===== config.mk =====
export PLATFORM = sky130hd
export DESIGN_NAME = mem_arbiter
export DESIGN_NICKNAME = d
export VERILOG_FILES = /design/src/rtl/mem_arb_pkg.sv /design/src/rtl/mem_arb_beat_cnt.sv /design/src/rtl/mem_arbiter.sv
export SDC_FILE = /design/constraint.sdc
export NUM_CORES = 1
export LEC_CHECK = 0
export BUFFER_PORTS_ARGS = -buffer_cell sky130_fd_sc_hd__buf_2
export CORE_AREA = 5 5 118 120
export CTS_BUF_LIST = sky130_fd_sc_hd__clkbuf_16
export CTS_CLUSTER_DIAMETER = 60
export DETAILED_ROUTE_END_ITERATION = 8
export DIE_AREA = 0 0 123 125
export PLACE_DENSITY = 0.53
export SLEW_MARGIN = 20
export SYNTH_ARGS = -nofsm -noshare
export SYNTH_HDL_FRONTEND = slang
export SYNTH_SLANG_ARGS = --single-unit

===== constraint.sdc =====
create_clock -name clk -period 3.9 [get_ports clk]
set_clock_uncertainty 0.05 [all_clocks]
set_input_delay 0.195 -clock clk [delete_from_list [all_inputs] [get_ports clk]]
set_output_delay 0.195 -clock clk [all_outputs]
set_load 0.02 [all_outputs]

===== src/rtl/mem_arb_pkg.sv =====
// mem_arb_pkg: shared types and constants for the memory-port arbiter.
//   arb_state_t       : arbiter state, also the encoding driven on arb_owner
//                       (0 = none, 1 = I-cache, 2 = D-cache)
//   requester_t       : identifies a requester (used for round-robin history)
//   DEFAULT_BURST_LEN : words per cache-line transfer (256-bit line / 32-bit word)
package mem_arb_pkg;

  typedef enum logic [1:0] {
    ARB_IDLE = 2'd0,
    ARB_IC   = 2'd1,
    ARB_DC   = 2'd2
  } arb_state_t;

  typedef enum logic {
    REQ_IC = 1'b0,
    REQ_DC = 1'b1
  } requester_t;

  localparam int DEFAULT_BURST_LEN = 8;

endpackage


===== src/rtl/mem_arb_beat_cnt.sv =====
// mem_arb_beat_cnt: counts completed words of the current burst.
// Ports:
//   clk  : system clock
//   rst  : synchronous active-high reset, clears the count
//   clr  : clear the count (burst released); wins over inc
//   inc  : one word of the burst completed this cycle
//   last : the word in flight is the final word of the line
module mem_arb_beat_cnt
  import mem_arb_pkg::*;
#(
  parameter int BURST_LEN = DEFAULT_BURST_LEN
) (
  input  logic clk,
  input  logic rst,
  input  logic clr,
  input  logic inc,
  output logic last
);

  localparam int CNT_W = $clog2(BURST_LEN) + 1;

  logic [CNT_W-1:0] cnt;

  always_ff @(posedge clk) begin
    if (rst || clr) begin
      cnt <= '0;
    end else if (inc) begin
      cnt <= cnt + CNT_W'(1);
    end
  end

  assign last = (cnt == CNT_W'(BURST_LEN - 1));

endmodule


===== src/rtl/mem_arbiter.sv =====
// mem_arbiter: shares one memory port between the I-cache and D-cache.
// Grant is held for a whole line burst so fills/writebacks never interleave.
// Optional build macro MEM_ARB_RR_EN: round-robin arbitration on ties
// (otherwise fixed D-cache-over-I-cache priority, no history register).
// Ports:
//   clk, rst                      : clock, synchronous active-high reset
//   ic_read/ic_write/ic_addr/
//   ic_wdata/ic_strobe            : I-cache request side (held until ic_valid)
//   ic_valid/ic_rdata             : completion pulse and read data to I-cache
//   dc_*                          : same set for the D-cache
//   mem_read/mem_write/mem_addr/
//   mem_wdata/mem_strobe          : memory request, muxed from the owner
//   mem_valid/mem_rdata           : memory completion pulse (one per word), data
//   arb_owner                     : registered owner (0 none, 1 I, 2 D)
module mem_arbiter
  import mem_arb_pkg::*;
#(
  parameter int BURST_LEN = DEFAULT_BURST_LEN
) (
  input  logic        clk,
  input  logic        rst,
  input  logic        ic_read,
  input  logic        ic_write,
  output logic        ic_valid,
  input  logic [31:0] ic_addr,
  output logic [31:0] ic_rdata,
  input  logic [31:0] ic_wdata,
  input  logic [3:0]  ic_strobe,
  input  logic        dc_read,
  input  logic        dc_write,
  output logic        dc_valid,
  input  logic [31:0] dc_addr,
  output logic [31:0] dc_rdata,
  input  logic [31:0] dc_wdata,
  input  logic [3:0]  dc_strobe,
  output logic        mem_read,
  output logic        mem_write,
  input  logic        mem_valid,
  output logic [31:0] mem_addr,
  input  logic [31:0] mem_rdata,
  output logic [31:0] mem_wdata,
  output logic [3:0]  mem_strobe,
  output logic [1:0]  arb_owner
);

  arb_state_t state;
  arb_state_t state_nxt;

  logic req_ic;
  logic req_dc;
  logic owner_ic;
  logic owner_dc;
  logic owner_req;
  logic final_beat;
  logic release_burst;
  logic grant;
  logic beat_last;

`ifdef MEM_ARB_RR_EN
  requester_t last_served;

  function automatic arb_state_t pick(input logic want_ic, input logic want_dc,
                                      input requester_t last);
    if (want_ic && want_dc) begin
      return (last == REQ_IC) ? ARB_DC : ARB_IC;
    end
    if (want_dc) return ARB_DC;
    if (want_ic) return ARB_IC;
    return ARB_IDLE;
  endfunction
`else
  function automatic arb_state_t pick(input logic want_ic, input logic want_dc);
    if (want_dc) return ARB_DC;
    if (want_ic) return ARB_IC;
    return ARB_IDLE;
  endfunction
`endif

  always_comb begin
    req_ic     = ic_read | ic_write;
    req_dc     = dc_read | dc_write;
    owner_ic   = (state == ARB_IC);
    owner_dc   = (state == ARB_DC);
    owner_req  = (owner_ic & req_ic) | (owner_dc & req_dc);
    final_beat = mem_valid & beat_last;
    // Early end: owner has stopped requesting and nothing is completing.
    release_burst = (owner_ic | owner_dc) & (final_beat | (~owner_req & ~mem_valid));
  end

  // On the final beat the owner's request is still high only because it is
  // being completed right now, so it must not count toward the next grant;
  // otherwise a waiting lower-priority requester would never get in.
  always_comb begin
    logic want_ic;
    logic want_dc;
    want_ic   = req_ic & ~(owner_ic & final_beat);
    want_dc   = req_dc & ~(owner_dc & final_beat);
    state_nxt = state;
    if (state == ARB_IDLE || release_burst) begin
`ifdef MEM_ARB_RR_EN
      state_nxt = pick(want_ic, want_dc, last_served);
`else
      state_nxt = pick(want_ic, want_dc);
`endif
    end
    grant = (state == ARB_IDLE || release_burst) && (state_nxt != ARB_IDLE);
  end

  always_ff @(posedge clk) begin
    if (rst) begin
      state <= ARB_IDLE;
`ifdef MEM_ARB_RR_EN
      last_served <= REQ_IC;
`endif
    end else begin
      state <= state_nxt;
`ifdef MEM_ARB_RR_EN
      if (grant) begin
        last_served <= (state_nxt == ARB_DC) ? REQ_DC : REQ_IC;
      end
`endif
    end
  end

  assign arb_owner = state;

  mem_arb_beat_cnt #(
    .BURST_LEN(BURST_LEN)
  ) u_beat_cnt (
    .clk  (clk),
    .rst  (rst),
    .clr  (release_burst),
    .inc  ((owner_ic | owner_dc) & mem_valid),
    .last (beat_last)
  );

  // Owner mux: memory side follows the owner, completions go only to it.
  always_comb begin
    mem_read   = 1'b0;
    mem_write  = 1'b0;
    mem_addr   = '0;
    mem_wdata  = '0;
    mem_strobe = '0;
    ic_valid   = 1'b0;
    ic_rdata   = '0;
    dc_valid   = 1'b0;
    dc_rdata   = '0;
    case (state)
      ARB_IC: begin
        mem_read   = ic_read;
        mem_write  = ic_write;
        mem_addr   = ic_addr;
        mem_wdata  = ic_wdata;
        mem_strobe = ic_strobe;
        ic_valid   = mem_valid;
        ic_rdata   = mem_rdata;
      end
      ARB_DC: begin
        mem_read   = dc_read;
        mem_write  = dc_write;
        mem_addr   = dc_addr;
        mem_wdata  = dc_wdata;
        mem_strobe = dc_strobe;
        dc_valid   = mem_valid;
        dc_rdata   = mem_rdata;
      end
      default: begin
      end
    endcase
  end

  // grant only feeds the round-robin history; keep it observable otherwise.
`ifndef MEM_ARB_RR_EN
  logic grant_unused;
  assign grant_unused = grant;
`endif

endmodule

## Word-level counts from Yosys, hierarchy flattened

Cells that the tools add are included.

| operators by class | value |
|---|---|
| bitwise gates (word level) | 19 |
| div/mod/pow operators | 0 |
| magnitude comparators | 0 |
| eq/ne operators | 3 |
| add/subtract/negate cells | 1 |
| reduce and logical (&&, ||, !) cells | 3 |
| mux-type cells | 18 |
| shift operators | 0 |
| multiply operators | 0 |

Operators by type and width:

| operator | number |
|---|---|
| case mux 32 bit (2 select lines) | 2 |
| two-way mux 32 bit | 2 |
| bitwise AND 1 bit | 10 |
| two-way mux 2 bit | 4 |
| case mux 4 bit (2 select lines) | 1 |
| two-way mux 1 bit | 7 |
| OR 1 bit | 5 |
| adder 4 x 1 -> 4 bit, second input constant | 1 |
| == test 4 x 3 -> 1 bit, second input constant | 1 |
| NOT 1 bit | 4 |
| case mux 1 bit (2 select lines) | 2 |
| == test 2 x 1 -> 1 bit, second input constant | 1 |
| == test 2 bit, second input constant | 1 |
| zero test 2 bit | 1 |
| logical OR 1 bit | 2 |

| storage, ports and cells | value |
|---|---|
| bits in writable memories | 0 |
| output and inout bits | 138 |
| latch bits | 0 |
| input bits | 175 |
| flip-flop bits (word level) | 6 |
| logic and storage cells | 46 |
| memory bits (read-only) | 0 |
| memories | 0 |

## Depth between registers and ports, before layout

Gate-level depths: netlist of run 1.

| depth | value |
|---|---|
| depth in word-level cells | 13 |
| gate-level depth with buffers | 6 |
| mapped depth without buffers | 6 |

## By module

Synthesis of run 1 repeated with hierarchy kept, for this count alone.

| second synthesis, totals | value |
|---|---|
| cells, all modules | 283 |
| area, all modules | 1916.8 sq um |

By module, submodules not included:

| module | instances | seq. area each (sq um) | cells each | area an instance (sq um) |
|---|---|---|---|---|
| mem_arbiter | 1 | 40.0 | 264 | 1731.7 |
| mem_arb_beat_cnt | 1 | 80.1 | 19 | 185.2 |

## Worst setup path after synthesis of run 1

OpenSTA, ideal clock, no wires.

| timing | value |
|---|---|
| kind | reg-to-output |
| start point | register state[0] (netlist: arb_owner[0]) |
| end point | output mem_addr[0] |
| cell stages (with the launch flop) | 6 |
| path buffers | 2 |
| arrival | 1.720 ns |
| setup slack | 1.935 ns |
| data required time | 3.655 ns |
| cell sequence | dfxtp_1 > inv_1 > ha_1 > clkbuf_1 > clkbuf_1 > nor2b_1 |

| between the ends | value |
|---|---|
| cells in the longest elaborated chain, start to end | 2 |
| elaborated cells between the ends (all ways) | 3 |
| those cells by class | eq/ne (2); mux (1) |

RTL lines:

| item | line | RTL |
|---|---|---|
| start, declared | mem_arbiter.sv:46 | `arb_state_t state;` |
| start signal, assigned | mem_arbiter.sv:116 | `state <= state_nxt;` |
| == test 2 bit or == test 2 x 1 -> 1 bit (tied branches) | mem_arbiter.sv:148 | `case (state)` |
| case mux 32 bit (2 select lines) * | mem_arbiter.sv:148 |  |
| end, declared | mem_arbiter.sv:39 | `output logic [31:0] mem_addr,` |

Mark *: on every way between the ends. The rest lies on a longest branch, timed or not.

## Worst setup path after layout of run 1

| timing | value |
|---|---|
| start point | register state[0] (netlist: arb_owner[0]) |
| end point | output mem_addr[25] |

The elaborated chain is that of the path after synthesis.

==> results of run 1 <==
==> registers in the layout, summed over array words and instances (netlist names) <==
signal and cells:
u_beat_cnt.cnt 4, arb_owner 2
==> cell type report <==
| type | count | area [µm²] | area share [%] |
|---|---|---|---|
| tap | 176 | 220.2 | 6.005 |
| timing repair buffer | 315 | 1609 | 43.88 |
| inverter | 2 | 7.507 | 0.2047 |
| sequential | 6 | 120.1 | 3.275 |
| clock buffer | 3 | 75.07 | 2.047 |
| antenna | 2 | 5.005 | 0.1365 |
| multi-input combinational | 238 | 1630 | 44.46 |
==> layout by cell type, fill, tap and decap left out <==
cell type,n
a21oi_2,1
nand3_1,3
mux2_1,1
nor2b_1,71
and2_1,66
nand2b_1,1
and4b_4,1
a2111oi_2,1
diode_2,2
ha_2,1
nand4b_1,1
o2bb2ai_1,1
a22oi_1,70
ha_1,1
buf_4,1
dfxtp_1,6
xnor2_1,1
nor2_1,7
ha_4,2
xor2_1,2
clkbuf_16,3
a21oi_1,3
buf_2,312
nand2_1,4
buf_12,2
inv_1,2
==> path summary, 6_finish.rpt <==
path                             to  slack, ns  cells after the start
setup reg to reg       arb_owner[0]       1.79                      5
setup / recovery       mem_addr[25]       1.40                      5
hold reg to reg   u_beat_cnt.cnt[1]       0.43                      2
hold / removal         arb_owner[1]       0.24                      3
==> per-stage QoR <==
| step | instances | setup slack [ns] |
|---|---|---|
| floorplan | 276 | 1.935 |
| global placement | 737 | 1.644 |
| detailed placement | 737 | 1.600 |
| CTS | 740 | 1.348 |
| global route | 742 | 1.139 |
| finish | 742 | 1.404 |
==> per-layer routing <==
metal	vias up	share of wire [%]	track usage [%]
li1	1542	-	-
met1	1367	39	13.37
met2	160	50	20.97
met3	9	11	2.800
met4	2	0.83	3.062
met5	-	0.12	0
==> report_power, final <==
group	internal [mW]	total (mW)	switching, mW
registers	0.0662	0.0712	0.00495
logic	0.277	0.645	0.368
clock network	0.132	0.168	0.0360
total	0.475	0.884	0.409
==> logic make-up (layout without fill, tap and decap cells) <==
group	after synthesis	count (layout)	synth area share, %
other cells	0	2	0
simple gates	154	154	51.02
compound gates	76	76	31.03
flops	6	6	6.504
buf+inv	32	320	6.707
mux	1	1	0.6097
xor+xnor	3	3	1.423
fa+ha+maj	4	4	2.710
==> critical path, cell delays in order, from the launching register on <==
cell	delay (ns)
dfxtp_1	0.39
inv_1	0.12
ha_2	0.78
buf_4	0.38
nor2b_1	0.17
buf_2	0.17
==> metrics, run 1 <==
setup TNS 0 ns; top cells by area, synth a22oi_1, nor2b_1, and2_1; CP Capture Type output pin; hpwl dp approximately 8600 µm; total power draw approximately 0.88 mW; Cells after Synth roughly 280; DP Area between 3000 and 4000 µm²; routability cong. 0.8531; class of the worst hold path in -> reg; GRT overflow 0; number of flops mapped to enable cells by yosys 0; cell row count 42; GRT Overall Usage a little under an eighth; Clock transition at path regs approximately 0.030 ns; post-CTS sizing 0; largest net degree at the start of global routing between 70 and 80; share of layout cells above drive strength 1 between 50% and 60%; TritonCTS clock tree done; Design Area, Final 3667 µm²; Yosys warnings 0; Clk Latency, worst-skew pair between 0.2 and 0.25 ns; final hold vios 0; Post-synth ARST share 0%; crit path max fanout 46; Synth area leader a22oi_1; clock buffer depth 2; CP required 3.65 ns; WL final between 10000 and 15000 µm; Period Utilization, post-route between 60 and 70%; Power Density 241.1 nW/µm²; mean routed wirelength per cell 13.88 µm; TritonRoute pass-1 iters 4; synthesized area per cell 6.691 µm²; Cell variety after synth 21; H-Tree Level Count 1; synthesized flop and latch total 6; hold_buf cts 0; IO Pins about 310; Layout Nets roughly 750; top cell type's share of synthesized area 28.46%; Finished Core Util between 20 and 30%; Worst-Margin Slew around 0.75 ns; startpoint types flop; die area 15380 µm²; Syn-to-layout area delta 98.58%; I/O Buffers roughly 310; Fmax between 0.4 and 0.5 GHz; top-count cell post-synth nor2b_1; max-slew violations 0; Netlist Area Pre-Place around 1800 µm²; chip width ~120 µm; Synth top cells by count nor2b_1, a22oi_1, and2_1, clkbuf_1, nor2_1; critical path arrival roughly 2.3 ns; vias after detailed routing 3080; worst vdd ir 0.0001368 V; Syn Nets ~460; final setup fails 0; Post-CTS Setup Bufs 0; predominant post-synthesis flop cell dfxtp_1; Pleak roughly 2.0 nW; DRC 0; clk root buf clkbuf_16; Routed Antenna Nets 0; clk sinks 6; starting density of the core approximately 14%; hold_ws 0.2392 ns; max_cap viols 0; total CTS buffers 3; Reg2Reg Launch Point arb_owner[0]; RSZ-0062 raised after global routing no; Die Height between 100 and 150 µm; crit path time final about 2.5 ns; Core ar. approximately 13000 µm²; Filler Cell Count 1431; Worst Setup SP arb_owner[0]; vias per inst 4.151; vias in the first global route 2880; outcome completed; Max-slew headroom between 40% and 50%; CP Class reg -> out; hold path startpoint rst; sequential-to-total area share from yosys stat under 10%; initial DRC count 68; global-route wire length before repair 14500 µm; initial antenna violation count 3
Note: power is estimated with default switching activity, not from simulation.
==> inputs of run 2 (changes only) <==
- ABC_AREA: unset -> 1
- PLACE_DENSITY: 0.53 -> 0.56
- clock period: 3.9 -> 2.05 ns (I/O delays scaled with it)
==> run 2 against run 1 <==
Net effect:
- via count grew 14%
- synthesized cell count grew 53%
- setup slack worse by 1.3 ns
- area after synthesis is 3.2% higher
- sequential power is 130% higher
- first-iteration DRC count grew 54%
- flip-flop and latch count unchanged
- sequential share of layout area down 0.069 points
- routed wire length increased by 1.9%
- non-clock buffer count up 4
- clock power grew 89%
==> metrics, run 2 <==
Filler Cell Count 1484 (+3.7%); Netlist Area Pre-Place 1906 µm² (+3.2%); final setup fails 0 (unchanged); Max-slew headroom 78.51% (+29 points); TritonCTS clock tree done; synthesized area per cell 4.505 µm² (-33%); RSZ-0062 raised after global routing no; Clk Latency, worst-skew pair 0.23 ns (about the same); TritonRoute pass-1 iters 4 (unchanged); commonest non-fill, non-tap cell in the layout buf_2; max-slew violations 0 (unchanged); routability cong. 0.8278 (-3.0%); vias after detailed routing 3497 (+14%); post-CTS sizing 0 (unchanged); Clock transition at path regs 0.03 ns (about the same); CP max-delay cell dfxtp_1; top cell type's share of synthesized area 42.35% (+14 points); Worst-Margin Slew 0.3223 ns (-0.4285 ns); Post-CTS Setup Bufs 0 (unchanged); Yosys warnings 0 (unchanged); Setup WS pre-CTS 0.3139 ns (-1.286 ns); starting density of the core 14.80% (+0.46 points); top-count cell post-synth nand2_1; GRT overflow 0 (unchanged); Pleak 2.604 nW (+30%); Syn-to-layout area delta 96.59%; Reg2Reg Launch Point arb_owner[1]; worst vdd ir 0.0005976 V (+340%); chip width 123 µm (unchanged); Cells after Synth 423 (+53%); Routed Antenna Nets 0 (unchanged); synthesized flop and latch total 6 (unchanged); GRT Overall Usage 12.00% (+0.44 points); startpoint types flop; Core ar. 12870 µm² (unchanged); setup TNS 0 ns (unchanged); Non-Filler Instances 892 (+20%); WL final 10490 µm (+1.9%); Synth top cells by count nand2_1, inv_1, a21oi_1, buf_2, clkbuf_1; CP Class reg -> out; hpwl dp 8728 µm (+1.4%); share of layout cells above drive strength 1 46.51% (-11 points); Layout Nets 897 (+20%); commonest cells after routing, fill and taps aside buf_2, nand2_1, inv_1; Cell variety after synth 18 (-14%); DP Area 3666 µm² (+2.2%); vias in the first global route 3392 (+18%); class of the worst hold path in -> reg; predominant post-synthesis flop cell dfxtp_1; initial DRC count 105 (+54%); crit path max fanout 47 (+2.2%); setup ws final 0.1415 ns (-1.263 ns); final hold vios 0 (unchanged); Fmax between 0.5 and 0.6 GHz; hold path startpoint rst; clock buffer depth 2 (unchanged); Die Height 125 µm (unchanged); Design Area, Final 3746 µm² (+2.1%); IO Pins 313 (unchanged); global-route wire length before repair 15430 µm (+6.4%); crit path time final roughly 1.9 ns; outcome completed; Synth area leader nand2_1; top cells by area, synth nand2_1, a21oi_1, inv_1; number of flops mapped to enable cells by yosys 0 (unchanged); Post-synth ARST share 0% (unchanged); total power draw 3.246 mW (+270%); cell row count 42 (unchanged); hold_buf cts 0 (unchanged); CP delay by family, top buffers and inverters; max_cap viols 0 (unchanged); CP peak stage delay 0.40 ns (-0.38 ns); DRC 0 (unchanged); total CTS buffers 3 (unchanged); CP Capture Type output pin; Syn Nets 602 (+32%); Worst Setup SP arb_owner[1]; diodes inserted 0 (-2); Power Density 866.4 nW/µm² (+260%); sequential-to-total area share from yosys stat 6.303% (-0.20 points); Inst Count DP 889 (+21%); crit-path cells inv_1 -> ha_2 -> inv_2 -> buf_12 -> a21oi_1 -> buf_4; CP required 1.90 ns (-1.75 ns); largest net degree at the start of global routing 66 (-13%); vias per inst 3.920 (-5.6%); sum of buffers and inverters on the critical path 4 (+1); critical path arrival 1.76 ns (-0.49 ns); max reg flops 4 (unchanged); clk sinks 6 (unchanged); Period Utilization, post-route between 90 and 100%; die area 15380 µm² (unchanged); mean routed wirelength per cell 11.76 µm (-15%); clk root buf clkbuf_16; H-Tree Level Count 1 (unchanged); largest register by flop count u_beat_cnt.cnt; initial antenna violation count 0 (-3); I/O Buffers 312 (unchanged)
[run 2: cell count changes in the layout (fill, tap and decap cells not counted), moves of 2 or more]
cell | before | now
nand2_1 | 4 | 215
inv_1 | 2 | 75
nor2b_1 | 71 | 0
a22oi_1 | 70 | 0
a21oi_1 | 3 | 71
and2_1 | 66 | 0
buf_4 | 1 | 4
buf_12 | 2 | 4
diode_2 | 2 | 0
nand2_2 | 0 | 2
nor2_2 | 0 | 2
[run 2: per-layer routing]
metal	vias up	track usage [%]	share of wire, %
li1	1837	-	-
met1	1451	13.65	38
met2	197	22.71	48
met3	12	2.755	12
met4	0	2.085	1.5
met5	-	0	0
[run 2: final cells by class]
type                       instances  area, µm²  area share (%)
tap                              176      220.2           5.878
sequential                         6      120.1           3.206
multi-input combinational        312       1379           36.81
inverter                          76      285.3           7.615
timing repair buffer             319       1667           44.49
clock buffer                       3      75.07           2.004
[run 2: final timing paths]
check	to	slack, ns	depth (start not counted)
setup / recovery	mem_addr[8]	0.14	6
hold / removal	arb_owner[1]	0.11	4
setup reg to reg	u_beat_cnt.cnt[3]	0.51	6
hold reg to reg	u_beat_cnt.cnt[1]	0.44	2
[run 2: through the flow]
step                      hold slack (ns)  utilization [%]
after floorplan                    0.2170                -
after global placement             0.3479            28.47
after detailed placement           0.3472            28.47
after CTS                          0.1130            29.06
after global routing               0.1281            29.10
final                              0.1084            29.10
[run 2: power breakdown]
| group | internal, mW | switching [mW] | total (mW) |
|---|---|---|---|
| clock | 0.250 | 0.0673 | 0.318 |
| sequential | 0.138 | 0.0245 | 0.163 |
| combinational | 0.890 | 1.87 | 2.77 |
| total | 1.28 | 1.97 | 3.25 |
[run 2: cell families after synthesis]
| group | share of synthesized area [%] |
|---|---|
| xor gates and xnor gates | 1.379 |
| and+or+nand+nor | 46.75 |
| DFF | 6.304 |
| AOI/OAI and AO/OA | 20.16 |
| adders and majority gates | 2.627 |
| buffers and inverters | 22.78 |
[run 2: tightest hold or removal path: stages]
cell     delay, ns
buf_2         0.07
inv_1         0.06
nand2_1       0.08
nor2_2        0.03
==> inputs of run 3 (changes only) <==
- RECOVER_POWER: unset -> 50
- SKIP_LAST_GASP: unset -> 1
==> run 3 against run 2 <==
Net effect:
- highest routed layer unchanged
- largest power group unchanged
- first-iteration DRC count grew 27%
- sequential share of layout area grew 0.079 points
- fmax shrank 0.94%
- sequential power is essentially flat
- largest cell class unchanged
- non-clock buffer count is the same
- via count decreased by 0.29%
- critical path depth unchanged
==> metrics, run 3 (same netlist as run 2, synthesis figures left out) <==
TritonRoute pass-1 iters 4 (unchanged); Setup WS pre-CTS 0.3139 ns (unchanged); Finished Core Util 28.40% (-0.70 points); Non-Filler Instances 892 (unchanged); worst vdd ir 0.0005907 V (-1.2%); critical path arrival 1.77 ns (about the same); Layout Nets 897 (unchanged); vias per inst 3.909 (-0.29%); largest net degree at the start of global routing 66 (unchanged); crit path time final 1.927 ns (+0.01812 ns); outcome completed; WL final 10560 µm (+0.66%); share of layout cells above drive strength 1 38.27% (-8.2 points); IO Pins 313 (unchanged); Period Utilization, post-route 93.98% (+0.88 points); TritonCTS clock tree done; startpoint types flop; routability cong. 0.8278 (unchanged); Max-slew headroom 77.73% (-0.78 points); I/O Buffers 312 (unchanged); Psw 1.966 mW (about the same); clock group share of total power 10.0% (+0.2 points); largest register by flop count u_beat_cnt.cnt; Core ar. 12870 µm² (unchanged); CP required 1.90 ns (about the same); hold_ws 0.1095 ns (+0.001089 ns); chip width 123 µm (unchanged); Internal Power 1.211 mW (-5.3%); CP Capture Type output pin; DP Area 3666 µm² (unchanged); Fmax 0.5190 GHz (-0.94%); H-Tree Level Count 1 (unchanged); hpwl dp 8728 µm (unchanged); diodes inserted 0 (unchanged); Gate power share 84.9% (-0.3 points); Routed Antenna Nets 0 (unchanged); Power Density 869.0 nW/µm² (+0.29%); setup ws final 0.1234 ns (-0.01812 ns); GRT Overall Usage 12.00% (unchanged); cell row count 42 (unchanged); class of the worst hold path in -> reg; vias after detailed routing 3487 (-0.29%); crit path max fanout 47 (unchanged); DRC 0 (unchanged); Reg2Reg Launch Point arb_owner[1]; commonest cells after routing, fill and taps aside buf_2, nand2_1, inv_1; final setup fails 0 (unchanged); clk sinks 6 (unchanged); initial antenna violation count 0 (unchanged); sequential group share of total power 5.1% (about the same); CP Class reg -> out; Clock transition at path regs 0.03 ns (about the same); Inst Count DP 889 (unchanged); RSZ-0062 raised after global routing no; initial DRC count 133 (+27%); global-route wire length before repair 15430 µm (unchanged); clk root buf clkbuf_16; Worst-Margin Slew 0.3340 ns (+0.01165 ns); GRT overflow 0 (unchanged); Clk Latency, worst-skew pair 0.23 ns (about the same); commonest non-fill, non-tap cell in the layout buf_2; setup TNS 0 ns (unchanged); starting density of the core 14.80% (unchanged); max-slew violations 0 (unchanged); mean routed wirelength per cell 11.84 µm (+0.66%); Pleak 2.364 nW (-9.2%); total CTS buffers 3 (unchanged); Syn-to-layout area delta 91.86%; vias in the first global route 3392 (unchanged); Sw Ratio 61.88% (+1.3 points); Design Area, Final 3656 µm² (-2.4%); hold path startpoint rst; Die Height 125 µm (unchanged); Worst Setup SP arb_owner[1]; final hold vios 0 (unchanged); clock buffer depth 2 (unchanged); max reg flops 4 (unchanged); die area 15380 µm² (unchanged); total power draw 3.177 mW (-2.1%); max_cap viols 0 (unchanged)
==> run 3: cell count changes in the layout (fill, tap and decap cells not counted) <==
cell	change
clkbuf_1	+57
buf_2	-57
o21ai_0	+1
nand2_2	-1
nand2_1	+1
buf_12	-1
clkbuf_4	+1
o21ai_2	-1
==> run 3: routing by layer <==
| metal | GRT usage, % | vias to the layer above | part of all wire [%] |
|---|---|---|---|
| met1 | 13.65 | 1439 | 39 |
| met3 | 2.755 | 14 | 12 |
| li1 | - | 1836 | - |
| met4 | 2.085 | 0 | 1.7 |
| met5 | 0 | - | 0 |
| met2 | 22.71 | 198 | 48 |
==> run 3: power by group through the flow <==
stage | logic [mW] | registers [mW] | clock network, mW
floorplan | 1.77 | 0.170 | 0
global placement | 2.80 | 0.163 | 0
detailed placement | 2.79 | 0.165 | 0
CTS | 2.80 | 0.163 | 0.322
global route | 2.97 | 0.166 | 0.331
finish | 2.70 | 0.163 | 0.317
==> run 3: layout make-up <==
cell class / instances / area, µm²
Clock buffer: 3 / 75.07
Sequential cell: 6 / 120.1
Tap cell: 176 / 220.2
Fill cell: 1532 / 9219
Inverter: 76 / 285.3
Timing Repair Buffer: 319 / 1583
Multi-Input combinational cell: 312 / 1373
==> run 3: worst paths after layout <==
path	endpoint	slack, ns	cells after the start
max	mem_addr[22]	0.12	6
min	arb_owner[1]	0.11	4
max reg2reg	arb_owner[0]	0.40	10
min reg2reg	u_beat_cnt.cnt[1]	0.44	2
==> run 3: repair_timing <==
item | 4_1_cts | 5_1_grt
hold buffers | 0 | 0
buffers inserted | 0 | 0
endpoints found under the hold margin | 0 | 0
setup endpoints to repair | 0 | 5
resized for setup | 0 | 2
==> run 3: worst max-delay path, cell delays in order, from the launching register on <==
cell and delay (ns):
dfxtp_1 0.40, inv_1 0.12, ha_2 0.39, inv_2 0.06
buf_12 0.18, a21oi_1 0.18, buf_2 0.19
